## src/rtl/mul_ctrl_pkg.sv

```systemverilog
`default_nettype none
// ============================================================================
// Module   : mul_ctrl_pkg
// Brief    : Shared types, defaults and batch-size helper for mul_stream_ctrl
// Revision : 1.0 - initial release
// ============================================================================
package mul_ctrl_pkg;

    localparam int DATA_W_DEF = 32;
    localparam int CNT_W_DEF  = 4;
    localparam int DEPTH_DEF  = 8;

    typedef enum logic [2:0] {
        ST_IDLE  = 3'd0,
        ST_LOAD  = 3'd1,
        ST_RUN   = 3'd2,
        ST_DRAIN = 3'd3,
        ST_CLEAR = 3'd4
    } state_t;

    // A zero or oversized batch request means "fill the whole FIFO".
    function automatic int norm_batch(input int batch, input int depth);
        return ((batch == 0) || (batch > depth)) ? depth : batch;
    endfunction

endpackage
`default_nettype wire

```

## src/rtl/mul_ctrl_drain.sv

```systemverilog
`default_nettype none
// ============================================================================
// Module   : mul_ctrl_drain
// Brief    : Result-FIFO reader with a 2-entry skid feeding a valid/ready port
// Revision : 1.0 - initial release
// ============================================================================
module mul_ctrl_drain #(
    parameter int DATA_W = 32,
    parameter int CNT_W  = 4
) (
    input  logic              clk,
    input  logic              reset,
    input  logic              i_en,
    input  logic              i_flush,
    input  logic [CNT_W-1:0]  i_res_cnt,
    input  logic [DATA_W-1:0] i_res_dout,
    input  logic              i_out_ready,
    output logic              o_res_re,
    output logic              o_out_valid,
    output logic [DATA_W-1:0] o_out_data,
    output logic              o_idle
);

    logic [DATA_W-1:0] r_skid [2];
    logic              r_wr_ptr;
    logic              r_rd_ptr;
    logic              r_pend;
    logic [1:0]        r_fill;

    logic              w_pop;
    logic [2:0]        w_occ;

    assign o_out_valid = (r_fill != 2'd0) && !i_flush;
    assign o_out_data  = r_skid[r_rd_ptr];
    assign w_pop       = o_out_valid && i_out_ready;

    // Occupancy after this edge, counting the read already in flight.
    assign w_occ    = {1'b0, r_fill} + {2'b00, r_pend} - {2'b00, w_pop};
    assign o_res_re = i_en && !i_flush && (i_res_cnt != '0) && (w_occ < 3'd2);
    assign o_idle   = (i_res_cnt == '0) && !r_pend && (r_fill == 2'd0);

    always_ff @(posedge clk or posedge reset) begin
        if (reset) begin
            r_skid[0] <= '0;
            r_skid[1] <= '0;
            r_wr_ptr  <= 1'b0;
            r_rd_ptr  <= 1'b0;
            r_pend    <= 1'b0;
            r_fill    <= 2'd0;
        end else if (i_flush) begin
            r_wr_ptr  <= 1'b0;
            r_rd_ptr  <= 1'b0;
            r_pend    <= 1'b0;
            r_fill    <= 2'd0;
        end else begin
            r_pend <= o_res_re;
            if (r_pend) begin
                r_skid[r_wr_ptr] <= i_res_dout;
                r_wr_ptr         <= ~r_wr_ptr;
            end
            if (w_pop) begin
                r_rd_ptr <= ~r_rd_ptr;
            end
            r_fill <= w_occ[1:0];
        end
    end

endmodule
`default_nettype wire

```

## src/rtl/mul_stream_ctrl.sv

```systemverilog
`default_nettype none
// ============================================================================
// Module   : mul_stream_ctrl
// Brief    : Streams operand pairs into the multiplier FIFOs, runs the
//            start/done/clear handshake and drains results to a stream.
//            Optional sticky error checks: define MUL_CTRL_ERR_EN.
// Revision : 1.0 - initial release
// ============================================================================
module mul_stream_ctrl
    import mul_ctrl_pkg::*;
#(
    parameter int DATA_W = DATA_W_DEF,
    parameter int DEPTH  = DEPTH_DEF,
    parameter int CNT_W  = CNT_W_DEF
) (
    input  logic              clk,
    input  logic              reset,
    input  logic              i_sw_clear,
    input  logic [CNT_W-1:0]  i_cfg_batch,
    input  logic              i_in_valid,
    output logic              o_in_ready,
    input  logic [DATA_W-1:0] i_in_a,
    input  logic [DATA_W-1:0] i_in_b,
    input  logic              i_in_last,
    output logic              o_op_we,
    output logic [DATA_W-1:0] o_op_din0,
    output logic [DATA_W-1:0] o_op_din1,
    input  logic [CNT_W-1:0]  i_op_cnt0,
    input  logic [CNT_W-1:0]  i_op_cnt1,
    output logic              o_multi_opstart,
    output logic              o_multi_opclear,
    input  logic              i_multi_opdone,
    output logic              o_res_re,
    input  logic [DATA_W-1:0] i_res_dout,
    input  logic [CNT_W-1:0]  i_res_cnt,
    output logic              o_out_valid,
    input  logic              i_out_ready,
    output logic [DATA_W-1:0] o_out_data,
    output logic              o_busy,
    output logic              o_err
);

    localparam logic [CNT_W-1:0] c_DEPTH = CNT_W'(DEPTH);

    state_t           r_state;
    logic [CNT_W-1:0] r_pair_cnt;
    logic             r_opstart;
    logic             r_opclear;

    logic [CNT_W-1:0] w_batch;
    logic             w_in_ready;
    logic             w_accept;
    logic             w_close;
    logic             w_run_exit;
    logic             w_drain_idle;

    assign w_batch = CNT_W'(norm_batch(int'(i_cfg_batch), DEPTH));

    // sw_clear wins over a beat, so the beat is refused rather than dropped.
    assign w_in_ready = !reset && !i_sw_clear
                     && ((r_state == ST_IDLE) || (r_state == ST_LOAD))
                     && (i_op_cnt0 < c_DEPTH) && (i_op_cnt1 < c_DEPTH)
                     && (r_pair_cnt < w_batch);
    assign w_accept   = i_in_valid && w_in_ready;
    assign w_close    = w_accept && (i_in_last || ((r_pair_cnt + 1'b1) >= w_batch));
    assign w_run_exit = i_multi_opdone && (i_op_cnt0 == '0) && (i_op_cnt1 == '0);

    assign o_in_ready      = w_in_ready;
    assign o_op_we         = w_accept;
    assign o_op_din0       = w_accept ? i_in_a : '0;
    assign o_op_din1       = w_accept ? i_in_b : '0;
    assign o_multi_opstart = r_opstart;
    assign o_multi_opclear = r_opclear;
    assign o_busy          = (r_state != ST_IDLE);

    always_ff @(posedge clk or posedge reset) begin
        if (reset) begin
            r_state    <= ST_IDLE;
            r_pair_cnt <= '0;
            r_opstart  <= 1'b0;
            r_opclear  <= 1'b0;
        end else begin
            r_opclear <= 1'b0;
            if (i_sw_clear) begin
                r_state    <= ST_CLEAR;
                r_pair_cnt <= '0;
                r_opstart  <= 1'b0;
                r_opclear  <= 1'b1;
            end else begin
                if (w_accept && (r_pair_cnt < c_DEPTH)) begin
                    r_pair_cnt <= r_pair_cnt + 1'b1;
                end
                case (r_state)
                    ST_IDLE: begin
                        if (w_accept) begin
                            r_state   <= w_close ? ST_RUN : ST_LOAD;
                            r_opstart <= w_close;
                        end
                    end
                    ST_LOAD: begin
                        if (w_close || (r_pair_cnt >= w_batch)) begin
                            r_state   <= ST_RUN;
                            r_opstart <= 1'b1;
                        end
                    end
                    ST_RUN: begin
                        if (w_run_exit) begin
                            r_state   <= ST_DRAIN;
                            r_opstart <= 1'b0;
                        end
                    end
                    ST_DRAIN: begin
                        if (w_drain_idle) begin
                            r_state   <= ST_CLEAR;
                            r_opclear <= 1'b1;
                        end
                    end
                    ST_CLEAR: begin
                        r_state    <= ST_IDLE;
                        r_pair_cnt <= '0;
                    end
                    default: begin
                        r_state   <= ST_IDLE;
                        r_opstart <= 1'b0;
                    end
                endcase
            end
        end
    end

    mul_ctrl_drain #(
        .DATA_W (DATA_W),
        .CNT_W  (CNT_W)
    ) u_drain (
        .clk         (clk),
        .reset       (reset),
        .i_en        (r_state == ST_DRAIN),
        .i_flush     (i_sw_clear),
        .i_res_cnt   (i_res_cnt),
        .i_res_dout  (i_res_dout),
        .i_out_ready (i_out_ready),
        .o_res_re    (o_res_re),
        .o_out_valid (o_out_valid),
        .o_out_data  (o_out_data),
        .o_idle      (w_drain_idle)
    );

`ifdef MUL_CTRL_ERR_EN
    logic r_err;

    always_ff @(posedge clk or posedge reset) begin
        if (reset) begin
            r_err <= 1'b0;
        end else if (i_sw_clear) begin
            r_err <= 1'b0;
        end else if ((i_multi_opdone && (r_state != ST_RUN))
                  || ((r_state == ST_RUN) && w_run_exit && (i_res_cnt != r_pair_cnt))
                  || (w_accept && ((i_op_cnt0 == c_DEPTH) || (i_op_cnt1 == c_DEPTH)))) begin
            r_err <= 1'b1;
        end
    end

    assign o_err = r_err;
`else
    assign o_err = 1'b0;
`endif

endmodule
`default_nettype wire

```

## config.mk

```make
export PLATFORM = sky130hd
export DESIGN_NAME = mul_stream_ctrl
export DESIGN_NICKNAME = d
export VERILOG_FILES = /design/src/rtl/mul_ctrl_pkg.sv /design/src/rtl/mul_ctrl_drain.sv /design/src/rtl/mul_stream_ctrl.sv
export SDC_FILE = /design/constraint.sdc
export NUM_CORES = 1
export LEC_CHECK = 0
export BUFFER_PORTS_ARGS = -buffer_cell sky130_fd_sc_hd__buf_2
export CELL_PAD_IN_SITES_DETAIL_PLACEMENT = 0
export CELL_PAD_IN_SITES_GLOBAL_PLACEMENT = 1
export CORE_MARGIN = 10
export CORE_UTILIZATION = 30
export DETAILED_ROUTE_END_ITERATION = 10
export HOLD_SLACK_MARGIN = 0.03
export PLACE_DENSITY_LB_ADDON = 0.05
export SLEW_MARGIN = 15
export SYNTH_ARGS = -nofsm -noshare
export SYNTH_HDL_FRONTEND = slang
export SYNTH_SLANG_ARGS = --single-unit
```

## constraint.sdc

```tcl
create_clock -name clk -period 2.37 [get_ports clk]
set_input_delay 0.237 -clock clk [delete_from_list [all_inputs] [get_ports clk]]
set_output_delay 0.237 -clock clk [all_outputs]
set_load 0.005 [all_outputs]
```

==> impl_metrics.ini <==
[logic_synthesis]
synth_fp_nets = 498
synth_cells = 367
seq_area_frac_synth_pct = 45.6
yosys_register_bits = 78
synthArstFlopShare_pct = 100
synthFlopType = dfrtp_1
yosysWarnings = 0
syn_area_um2 = 4280
synth.distinct_cells = 47
synth_area_per_cell_um2 = 11.7
synth_edf_count = 0

[detailed_routing]
drt_wl_total_um = 15500
vias_per_cell = 4.85
drcViolationCount = 0
routed-via-count = 3789
drt-initial-drc-count = 132
postRouteAntennaNets = 0
drt-wirelength-per-cell_um = 19.8
first_pass_iters = 4

[run_status]
status = finished with violations
failed_checks = negative setup slack

[sta]
fmax_ghz = 0.368
clock_skew_ns = 0.00771
min_period_over_period_pct = 115
period_needed_ns = 2.72
whs_ns = 0.0249
finalSetupViolCount = 1
finalHoldViolCount = 0
relSlewSlack_pct = 59.0
rsz0062_at_grt = true
slew_violations = 0
tns_ns = -0.348
tightest_slew_ns = 0.610
timing.final.ws_setup_ns = -0.348

[floorplan]
core_area_um2 = 13900
dieArea_um2 = 19400
pin_count = 223
num_rows = 43
initial_core_util_pct = 30.7
die_width_um = 139
die_h_um = 139

[global_routing]
grtUsageMet3_pct = 4.76
use_met2_pct = 25.4
grt_busiest_layer = met2
overflow = 0
grt_pass1_vias = 3810
grt_max_degree = 79
grt_pass1_wl_um = 22900
met1_usage_pct = 16.6
antenna_found_initial = 1
grt_use_total_pct = 14.7

[power_and_ir_drop]
p_per_area_nw_per_um2 = 527
p_leak_uw = 0.00352
peakVddDrop_mv = 0.306
finalPower_uw = 3250

[run]
maxCapViolCount = 0

[worst_setup_path]
cp.required_ns = 2.13
critPathKind = reg -> out
r2r_slack_ns = 0.11
crit_chain = nor2_2 -> nor2_1 -> and2_1 -> ha_1 -> inv_1 -> ha_2 -> fa_2 -> nor3_2 -> nor3b_2 -> buf_2
endpoint_kind = primary output
slowest_delay_ns = 0.44
cp-start-kind = flip-flop
crit_family = adder cells
critPathBufInv = 2
worst_path_max_delay_cell = fa_2
crit_path_max_fanout = 2
arrival_ns = 2.48

[place]
hpwlAfterDp_um = 11500
port_buffers = 221
gp_congestion = 0.842
dpl.cell_count = 757
pre_cts_ws_ns = -0.0983

[layout]
fill_cells = 1357
syn_to_final_growth_pct = 44.2
n_antenna_cell = 0
nets = 728
multi_input_area_um2 = 2260
drive_gt1_share_pct = 62.6
layout.cells.non_filler = 782
seq_area_um2 = 1950

[clock_tree]
htreeDepth = 3
cts_sinks = 78
cts_max_path_buffers = 2
postCtsHoldBufs = 0
clkTransAtPathRegs_ns = 0.06
cts_root_buf = clkbuf_16
cts_buffers = 9
insertion_delay_ns = 0.33
cts_tree = yes

[worst_hold_path]
min_path_type = in -> async
per-stage QoR:
stage,area [um^2],utilization (%)
floorplan,4280,-
global placement,5700,40.9
detailed placement,5700,40.9
CTS,6020,43.2
global route,6170,44.3
finish,6170,44.3
cell type report:
cell class	count	area share, %
clock buffer	11	4.09
multi-input combinational	255	36.6
timing repair buffer	245	22.6
inverter	8	0.547
tap	180	3.65
sequential	78	31.6
clock inverter	5	0.912
flip-flops by register name, indices dropped and copies added (netlist names):
| register | count |
|---|---|
| u_drain.r_skid | 64 |
| r_pair_cnt | 4 |
| r_state | 3 |
| u_drain.r_fill | 2 |
| o_multi_opclear | 1 |
| o_multi_opstart | 1 |
| u_drain.r_pend | 1 |
| u_drain.r_rd_ptr | 1 |
| u_drain.r_wr_ptr | 1 |
cells in the final DEF, fill, tap and decap left out, types with 2 or more instances in the layout:
| cell | Yosys | routed |
|---|---|---|
| inv_1 | 8 | 7 |
| nand3b_1 | 2 | 2 |
| mux2_2 | 96 | 96 |
| clkbuf_8 | 0 | 2 |
| o21bai_1 | 3 | 3 |
| nor4b_1 | 2 | 2 |
| nor3_4 | 1 | 2 |
| or3_4 | 1 | 2 |
| nor2b_1 | 4 | 4 |
| buf_4 | 1 | 14 |
| and3_1 | 64 | 63 |
| nand3_1 | 2 | 2 |
| clkinv_2 | 0 | 2 |
| a21oi_1 | 2 | 2 |
| clkinvlp_4 | 0 | 2 |
| dfrtp_1 | 78 | 77 |
| nor2_1 | 13 | 12 |
| nor3_1 | 7 | 4 |
| buf_2 | 3 | 221 |
| o22ai_1 | 2 | 2 |
| nand2b_1 | 3 | 3 |
| nor4_1 | 5 | 4 |
| xor2_1 | 2 | 2 |
| ha_1 | 11 | 10 |
| nand2_1 | 5 | 5 |
| or3_1 | 3 | 2 |
| nor3_2 | 0 | 2 |
| clkbuf_16 | 0 | 12 |
| buf_12 | 0 | 3 |
| xnor2_1 | 5 | 5 |
| buf_6 | 0 | 3 |
power by group:
| group | internal (uW) | total [uW] | switching (uW) |
|---|---|---|---|
| sequential | 1390 | 1410 | 26.2 |
| combinational | 235 | 426 | 191 |
| clock | 873 | 1410 | 541 |
worst paths after layout:
kind	endpoint	from	depth (start not counted)
hold reg to reg	u_drain.r_skid[29]	u_drain.r_skid[29]	1
setup reg to reg	o_multi_opstart	r_pair_cnt[1]	7
max in group asynchronous	r_pair_cnt[2]	reset	3
hold / removal	o_multi_opstart	reset	3
setup / recovery	o_res_re	u_drain.r_fill[1]	10
min in group clk	u_drain.r_skid[15]	i_res_dout[15]	2
what timing repair did:
action / in CTS / in global routing
pin swaps: 1 / 3
endpoints found under the setup margin: 2 / 53
buffers inserted: 0 / 4
gates resized for setup: 4 / 9
gates cloned: 0 / 5
cell families after synthesis:
kind of cell	count (synthesis)	share of synthesized area, %
adders and majority gates	12	3.68
DFF	78	45.6
muxes	97	25.5
AOI/OAI and AO/OA	19	3.30
and+or+nand+nor	119	17.2
buffers and inverters	34	3.16
xor gates and xnor gates	7	1.43
other	1	0.0876
layer usage:
metal	up-vias	wire length [um]
li1	1791	-
met1	1830	6090
met2	152	7960
met3	14	1200
met4	2	207
met5	-	13
synthesized netlist by cell type, drive strengths merged, types with 3 or more instances:
library cell	count	area, um^2
mux2	96	1080
inv	8	30.0
nor4b	3	41.3
nand2	5	18.8
nand2b	3	18.8
nor4	5	31.3
nor3	8	51.3
or3	4	30.0
clkbuf	21	78.8
buf	5	26.3
nor2	13	48.8
xnor2	5	43.8
dfrtp	78	1950
nor2b	4	25.0
o21bai	3	22.5
and3	64	400
ha	11	138
worst reg2reg max path: stages (launching register included):
cell	delay, ns
dfrtp_1	0.42
ha_1	0.33
ha_1	0.28
a21bo_2	0.21
a211o_1	0.26
or2_2	0.31
a211oi_1	0.24
o22ai_1	0.10
No activity file was read; power rests on OpenSTA's default activity.
